--- src/rtl/uart_key_rx_pkg.sv ---
// Shared definitions for the keyboard UART receiver and the game controller
// that consumes its key codes.
package uart_key_rx_pkg;

  localparam int DEF_CLOCK_HZ   = 50_000_000;
  localparam int DEF_BAUD       = 9600;
  localparam int DEF_OVERSAMPLE = 16;

  localparam logic [7:0] KEY_SPACE = 8'd32;
  localparam logic [7:0] KEY_W     = 8'd119;
  localparam logic [7:0] KEY_S     = 8'd115;
  localparam logic [7:0] KEY_P     = 8'd112;
  localparam logic [7:0] KEY_L     = 8'd108;

  typedef enum logic [2:0] {
    ST_IDLE,
    ST_START,
    ST_DATA,
    ST_STOP,
    ST_BREAK
  } rx_state_t;

  // Two-out-of-three vote used to reject single-sample noise.
  function automatic logic maj3(input logic a, input logic b, input logic c);
    return (a & b) | (a & c) | (b & c);
  endfunction

endpackage

--- src/rtl/uart_key_rx_baud_tick_gen.sv ---
// Oversample tick divider: one-cycle tick every DIV clocks. Restart realigns
// the tick phase to the clock edge on which it is asserted.
module baud_tick_gen
  import uart_key_rx_pkg::*;
#(
  parameter int DIV = DEF_CLOCK_HZ / (DEF_BAUD * DEF_OVERSAMPLE)
) (
  input  logic clock,
  input  logic reset,
  input  logic restart,
  output logic tick
);

  localparam int              DIV_SAFE = (DIV > 1) ? DIV : 2;
  localparam int              CW       = $clog2(DIV_SAFE);
  localparam logic [CW-1:0]   LAST     = CW'(DIV_SAFE - 1);

  logic [CW-1:0] count;

  // Count 0..DIV-1 and emit a registered tick when the count rolls over.
  always_ff @(posedge clock) begin
    if (reset || restart) begin
      count <= '0;
      tick  <= 1'b0;
    end else if (count == LAST) begin
      count <= '0;
      tick  <= 1'b1;
    end else begin
      count <= count + 1'b1;
      tick  <= 1'b0;
    end
  end

endmodule

--- src/rtl/uart_key_rx.sv ---
// 8N1 UART receiver for keyboard key codes, with 3-sample majority voting
// at mid-bit and a break state that waits out a held-low line.
//
// state    | meaning
// ---------+-----------------------------------------------------------
// ST_IDLE  | line idle, waiting for a synchronized low
// ST_START | validating the start bit by mid-bit vote
// ST_DATA  | shifting in 8 data bits, LSB first
// ST_STOP  | voting the stop bit; emits received or frame_error
// ST_BREAK | line stuck low after a bad stop; wait one full high bit
module uart_key_rx
  import uart_key_rx_pkg::*;
#(
  parameter int CLOCK_HZ   = DEF_CLOCK_HZ,
  parameter int BAUD       = DEF_BAUD,
  parameter int OVERSAMPLE = DEF_OVERSAMPLE
) (
  input  logic       clock,
  input  logic       reset,
  input  logic       in,
  output logic       received,
  output logic [7:0] received_data,
  output logic       frame_error,
  output logic       busy
);

  localparam int            DIV    = CLOCK_HZ / (BAUD * OVERSAMPLE);
  localparam int            HALF   = OVERSAMPLE / 2;
  localparam int            TW     = $clog2(OVERSAMPLE);
  localparam logic [TW-1:0] S_EARLY = TW'(HALF - 1);
  localparam logic [TW-1:0] S_MID   = TW'(HALF);
  localparam logic [TW-1:0] S_LATE  = TW'(HALF + 1);
  localparam logic [TW-1:0] T_LAST  = TW'(OVERSAMPLE - 1);

  logic          sync_0;
  logic          sync_1;
  rx_state_t     state;
  logic [TW-1:0] tick_cnt;
  logic [TW-1:0] high_cnt;
  logic [2:0]    bit_idx;
  logic [7:0]    shift;
  logic          s_early;
  logic          s_mid;
  logic          tick;
  logic          restart;
  logic          vote;

  // Start-edge detection restarts the divider so ticks line up with the edge.
  assign restart = (state == ST_IDLE) && !sync_1;
  assign vote    = maj3(s_early, s_mid, sync_1);

  baud_tick_gen #(.DIV(DIV)) u_tick (
    .clock   (clock),
    .reset   (reset),
    .restart (restart),
    .tick    (tick)
  );

  // Two-flop synchronizer; idles high so reset does not look like a start bit.
  always_ff @(posedge clock) begin
    if (reset) begin
      sync_0 <= 1'b1;
      sync_1 <= 1'b1;
    end else begin
      sync_0 <= in;
      sync_1 <= sync_0;
    end
  end

  // Receive FSM with registered pulse outputs and busy.
  always_ff @(posedge clock) begin
    if (reset) begin
      state         <= ST_IDLE;
      tick_cnt      <= '0;
      high_cnt      <= '0;
      bit_idx       <= '0;
      shift         <= '0;
      s_early       <= 1'b0;
      s_mid         <= 1'b0;
      received      <= 1'b0;
      received_data <= 8'h00;
      frame_error   <= 1'b0;
      busy          <= 1'b0;
    end else begin
      received    <= 1'b0;
      frame_error <= 1'b0;
      case (state)
        ST_IDLE: begin
          tick_cnt <= '0;
          bit_idx  <= '0;
          if (!sync_1) begin
            state <= ST_START;
            busy  <= 1'b1;
          end
        end
        ST_START, ST_DATA, ST_STOP: begin
          if (tick) begin
            // tick_cnt is the phase within the current bit; it rolls over at
            // each bit boundary so every bit is sampled at the same mid-bit ticks.
            tick_cnt <= (tick_cnt == T_LAST) ? '0 : tick_cnt + 1'b1;
            if (tick_cnt == S_EARLY) s_early <= sync_1;
            if (tick_cnt == S_MID)   s_mid   <= sync_1;
            if (tick_cnt == S_LATE) begin
              if (state == ST_START) begin
                if (vote) begin
                  state <= ST_IDLE;
                  busy  <= 1'b0;
                end else begin
                  state <= ST_DATA;
                end
              end else if (state == ST_DATA) begin
                shift <= {vote, shift[7:1]};
                if (bit_idx == 3'd7) state <= ST_STOP;
                else                 bit_idx <= bit_idx + 1'b1;
              end else begin
                if (vote) begin
                  received      <= 1'b1;
                  received_data <= shift;
                  state         <= ST_IDLE;
                  busy          <= 1'b0;
                end else begin
                  frame_error <= 1'b1;
                  high_cnt    <= '0;
                  state       <= ST_BREAK;
                end
              end
            end
          end
        end
        ST_BREAK: begin
          if (tick) begin
            if (!sync_1) begin
              high_cnt <= '0;
            end else if (high_cnt == T_LAST) begin
              high_cnt <= '0;
              state    <= ST_IDLE;
              busy     <= 1'b0;
            end else begin
              high_cnt <= high_cnt + 1'b1;
            end
          end
        end
        default: begin
          state <= ST_IDLE;
          busy  <= 1'b0;
        end
      endcase
    end
  end

endmodule

--- config.mk ---
export PLATFORM = sky130hd
export DESIGN_NAME = uart_key_rx
export DESIGN_NICKNAME = d
export VERILOG_FILES = /design/src/rtl/uart_key_rx_pkg.sv /design/src/rtl/uart_key_rx_baud_tick_gen.sv /design/src/rtl/uart_key_rx.sv
export SDC_FILE = /design/constraint.sdc
export NUM_CORES = 1
export LEC_CHECK = 0
export BUFFER_PORTS_ARGS = -buffer_cell sky130_fd_sc_hd__buf_2
export CAP_MARGIN = 40
export CORE_ASPECT_RATIO = 1.2
export CORE_MARGIN = 3
export CORE_UTILIZATION = 50
export CTS_CLUSTER_DIAMETER = 50
export DETAILED_ROUTE_END_ITERATION = 12
export GPL_TIMING_DRIVEN = 1
export PLACE_DENSITY_LB_ADDON = 0.15
export REMOVE_ABC_BUFFERS = 1
export SETUP_SLACK_MARGIN = 0.1
export SLEW_MARGIN = 20
export SYNTH_ARGS = -nofsm -noshare
export SYNTH_HDL_FRONTEND = slang
export SYNTH_SLANG_ARGS = --single-unit
--- constraint.sdc ---
create_clock -name clock -period 1.37 [get_ports clock]
set_input_delay 0 -clock clock [delete_from_list [all_inputs] [get_ports clock]]
set_output_delay 0 -clock clock [all_outputs]
set_load 0.01 [all_outputs]
==> metrics.txt <==
fraction of layout instances using a drive strength above 1=43.0%; core box area=4000 um2; Bufs and invs on worst path=2; standard-cell row count=25; count of mapped cells out of synthesis=227; die footprint=5050 um2; Hold Fails Final Rpt=0; drt total wl=4810 um; worst setup margin=-0.157 ns; wire length per cell=13.8 um; critical path required time=1.61 ns; Initial Utilization=52.9%; maximum root-to-sink buffer count=2; sequential cell fraction of total power=53.1%; Post-route DRC=0; worst-path cell with the longest stage delay=sky130_fd_sc_hd__dfxtp_2; peak clock frequency supported by timing=0.655 GHz; Slew Viols, Final=0; Initial DRC Count=70; critical path data arrival time=1.77 ns; max incr delay on CP=0.35 ns; worst hold path startpoint=reset; top-area cell type share of the netlist area=44.4%; number of antenna-violating nets in the routed design=0; startpoint types=register; clock buffer count from CTS=5; reg-to-reg endpoint=bit_idx[2]$_SDFFE_PP0P_; synthesized cell area=2120 um2; number of top-level pins=14; vertical extent of the die=77.3 um; worst IR drop on VDD=935 uV; Crit Path Class=reg -> reg; wire length of the first global-routing pass=7980 um; hold-critical path endpoint=received_data[2]$_SDFFE_PP0P_; largest net degree at the start of global routing=16; setup TNS=-1.88 ns; drt pass-1 iters=4; via count of the first global-routing pass=1850; sequential-to-total area share from yosys stat=44.4%; GRT Util Overall=20.0%; power dissipated by switching net loads=0.000676 W; Fin Clk Skew=0.00765 ns; area taken by flip-flops and latches=962 um2; Critical Path End Type=register; IO Port Bufs=13; result of the run=finished with violations; EDFF count, synth=0; slack of the worst reg-to-reg path=-0.16 ns; Setup violations, final=25; most common cell after layout, fill and taps aside=sky130_fd_sc_hd__buf_4; detailed-route vias per instance=5.23; Max-slew headroom=79.6%; total power per unit cell area=883 nW/um2; delay-heaviest family, CP=flip-flops; last weighted congestion value of the routability-driven placer=0.758; Cell Int Power=0.00199 W; unrepaired setup endpoints after global routing=true; worst hold-check slack=0.0289 ns; initial antenna violation count=0; Top FF cell, synth=sky130_fd_sc_hd__dfxtp_1; number of synthesis warnings=0; post-layout min period=1.53 ns; violated checks=negative setup slack; # H-tree levels=2; ranking of synthesized cells by area=sky130_fd_sc_hd__dfxtp_1, sky130_fd_sc_hd__mux2i_1, sky130_fd_sc_hd__nor2_1; clock power share=33.3%; multi-input combinational cell area=1310 um2; HPWL after detailed placement=2840 um; CTS tree=yes; CTS root buffer=sky130_fd_sc_hd__clkbuf_8; Logic pwr share=13.7%; clock-pin slew reported for the worst setup and hold paths after clock tree synthesis=0.09 ns; chain of cells forming the critical path=ha_4, ha_4, nand2b_4, a221oi_2, buf_4, buf_4, nand3_2, a21oi_2; via count=1815; share of flip-flops with an asynchronous set or reset after synthesis=0%; NumNets Final=303; global route overflow=0; clock sink total=47; worst min-delay path category=in -> reg; worst r2r src=bit_idx[0]$_SDFFE_PP0P_; number of flip-flops and latches in the synthesized netlist=47; Skew-Pair Late Insertion Delay=0.30 ns; distinct cell type count after synthesis=45; count of fill cells added during filler insertion=298; leakage component of the power=1.23 nW; number of cells traversed by the worst register-to-register path=8; cell depth of the worst hold path=2; average instance area after synthesis=9.33 um2; antenna cells=0; switching share of power=25.4%; critical path fanouts, max=5; Worst-Margin Slew=0.302 ns; library cell occupying the most area in the post-synthesis netlist=sky130_fd_sc_hd__dfxtp_1; fin crit share=111%; leading cell types in the layout, fill and taps excluded=sky130_fd_sc_hd__buf_4, sky130_fd_sc_hd__dfxtp_1, sky130_fd_sc_hd__nor2_1, sky130_fd_sc_hd__mux2i_1, sky130_fd_sc_hd__buf_2; Area Overhead vs Synth=42.4%; maximum capacitance violations=0; Die X=65.4 um
flip-flops by register name, indices dropped and copies added, names as in the netlist:
register       count
u_tick.tick        1
tick_cnt           4
bit_idx            3
received           1
u_tick.count       9
frame_error        1
sync_0             1
s_early            1
busy               1
received_data      8
high_cnt           4
shift              8
s_mid              1
sync_1             1
state              3
cell families (layout without fill, tap and decap cells):
logic type	after synthesis	in the layout	synth area share, %
AOI/OAI and AO/OA	31	31	10.3
buffers and inverters	18	84	3.78
DFF	47	47	44.4
xor gates and xnor gates	7	7	2.90
and+or+nand+nor	96	96	24.3
muxes	19	19	8.98
adders and majority gates	9	9	5.26
cells in the mapped netlist (2+ instances only):
cell type	instances
sky130_fd_sc_hd__dfxtp_1	47
sky130_fd_sc_hd__nor2_1	37
sky130_fd_sc_hd__mux2i_1	19
sky130_fd_sc_hd__nand3_1	10
sky130_fd_sc_hd__ha_1	8
sky130_fd_sc_hd__inv_1	8
sky130_fd_sc_hd__a21oi_1	7
sky130_fd_sc_hd__nand2_1	7
sky130_fd_sc_hd__nor3_1	6
sky130_fd_sc_hd__xor2_1	6
sky130_fd_sc_hd__nand2b_1	5
sky130_fd_sc_hd__nand3b_1	5
sky130_fd_sc_hd__o21ai_0	5
sky130_fd_sc_hd__a311oi_1	4
sky130_fd_sc_hd__and3_1	4
sky130_fd_sc_hd__buf_2	4
sky130_fd_sc_hd__clkbuf_1	4
sky130_fd_sc_hd__nand4_1	4
sky130_fd_sc_hd__a31oi_1	3
sky130_fd_sc_hd__or2_2	3
sky130_fd_sc_hd__a2bb2oi_1	2
sky130_fd_sc_hd__and2_1	2
sky130_fd_sc_hd__buf_4	2
sky130_fd_sc_hd__nor2b_1	2
sky130_fd_sc_hd__nor4b_1	2
sky130_fd_sc_hd__o21bai_1	2
stage by stage:
step | setup WS [ns] | std cells | cell area (um2) | utilization (%) | power (W)
floorplan | -0.217 | 217 | 2070 | - | 0.00157
global placement | -0.138 | 321 | 2480 | 61.9 | 0.00169
detailed placement | -0.199 | 321 | 2480 | 61.9 | 0.00170
CTS | -0.141 | 337 | 2840 | 70.9 | 0.00263
global route | -0.220 | 347 | 3020 | 75.3 | 0.00278
finish | -0.157 | 347 | 3020 | 75.3 | 0.00266
metal layers:
metal	vias up	part of all wire (%)	track usage, %
met1	845	46	24.0
met4	0	2.1	8.09
met5	-	0	0
li1	940	-	-
met3	9	2.1	4.83
met2	21	50	33.5
power by group through the flow:
stage               combinational, W  clock, W  sequential, W
floorplan                   0.000124         0        0.00145
global placement            0.000244         0        0.00145
detailed placement          0.000247         0        0.00145
CTS                         0.000311  0.000911        0.00141
global route                0.000396  0.000963        0.00142
finish                      0.000364  0.000886        0.00141
worst reg2reg max path, cell delays in order (launching register included):
cell and delay (ns):
sky130_fd_sc_hd__dfxtp_2 0.35, sky130_fd_sc_hd__ha_4 0.16, sky130_fd_sc_hd__ha_4 0.15, sky130_fd_sc_hd__nand2b_4 0.13, sky130_fd_sc_hd__a221oi_2 0.21, sky130_fd_sc_hd__buf_4 0.17, sky130_fd_sc_hd__buf_4 0.11, sky130_fd_sc_hd__nand3_2 0.07
sky130_fd_sc_hd__a21oi_2 0.13
area by class of cell:
class / count / share of cell area [%]
repair buffers: 68 / 18.0
inverters: 8 / 1.20
clock buffers: 6 / 2.74
well taps: 54 / 2.24
multi-input cells: 162 / 43.4
clock inverters: 2 / 0.539
flip-flops and latches: 47 / 31.9
how the worst max path moves through the flow:
stage | from | slack, ns | cells past startpoint | to
floorplan | tick_cnt[0]$_SDFFE_PP0P_ | -0.22 | 5 | received_data[0]$_SDFFE_PP0P_
global route | tick_cnt[1]$_SDFFE_PP0P_ | -0.22 | 7 | bit_idx[0]$_SDFFE_PP0P_
finish | bit_idx[0]$_SDFFE_PP0P_ | -0.16 | 8 | bit_idx[2]$_SDFFE_PP0P_
detailed placement | bit_idx[0]$_SDFFE_PP0P_ | -0.20 | 7 | bit_idx[0]$_SDFFE_PP0P_
global placement | bit_idx[0]$_SDFFE_PP0P_ | -0.14 | 7 | bit_idx[0]$_SDFFE_PP0P_
CTS | bit_idx[0]$_SDFFE_PP0P_ | -0.14 | 7 | bit_idx[0]$_SDFFE_PP0P_
repair_timing:
action / in CTS / in global routing
cloned: 0 / 1
setup buffers: 7 / 10
hold endpoints to repair: 1 / 0
gates resized for setup: 52 / 26
pin swaps: 18 / 23
endpoints found under the setup margin: 41 / 43
hold buffers: 1 / 0
Power figures use the tool's default switching activity.
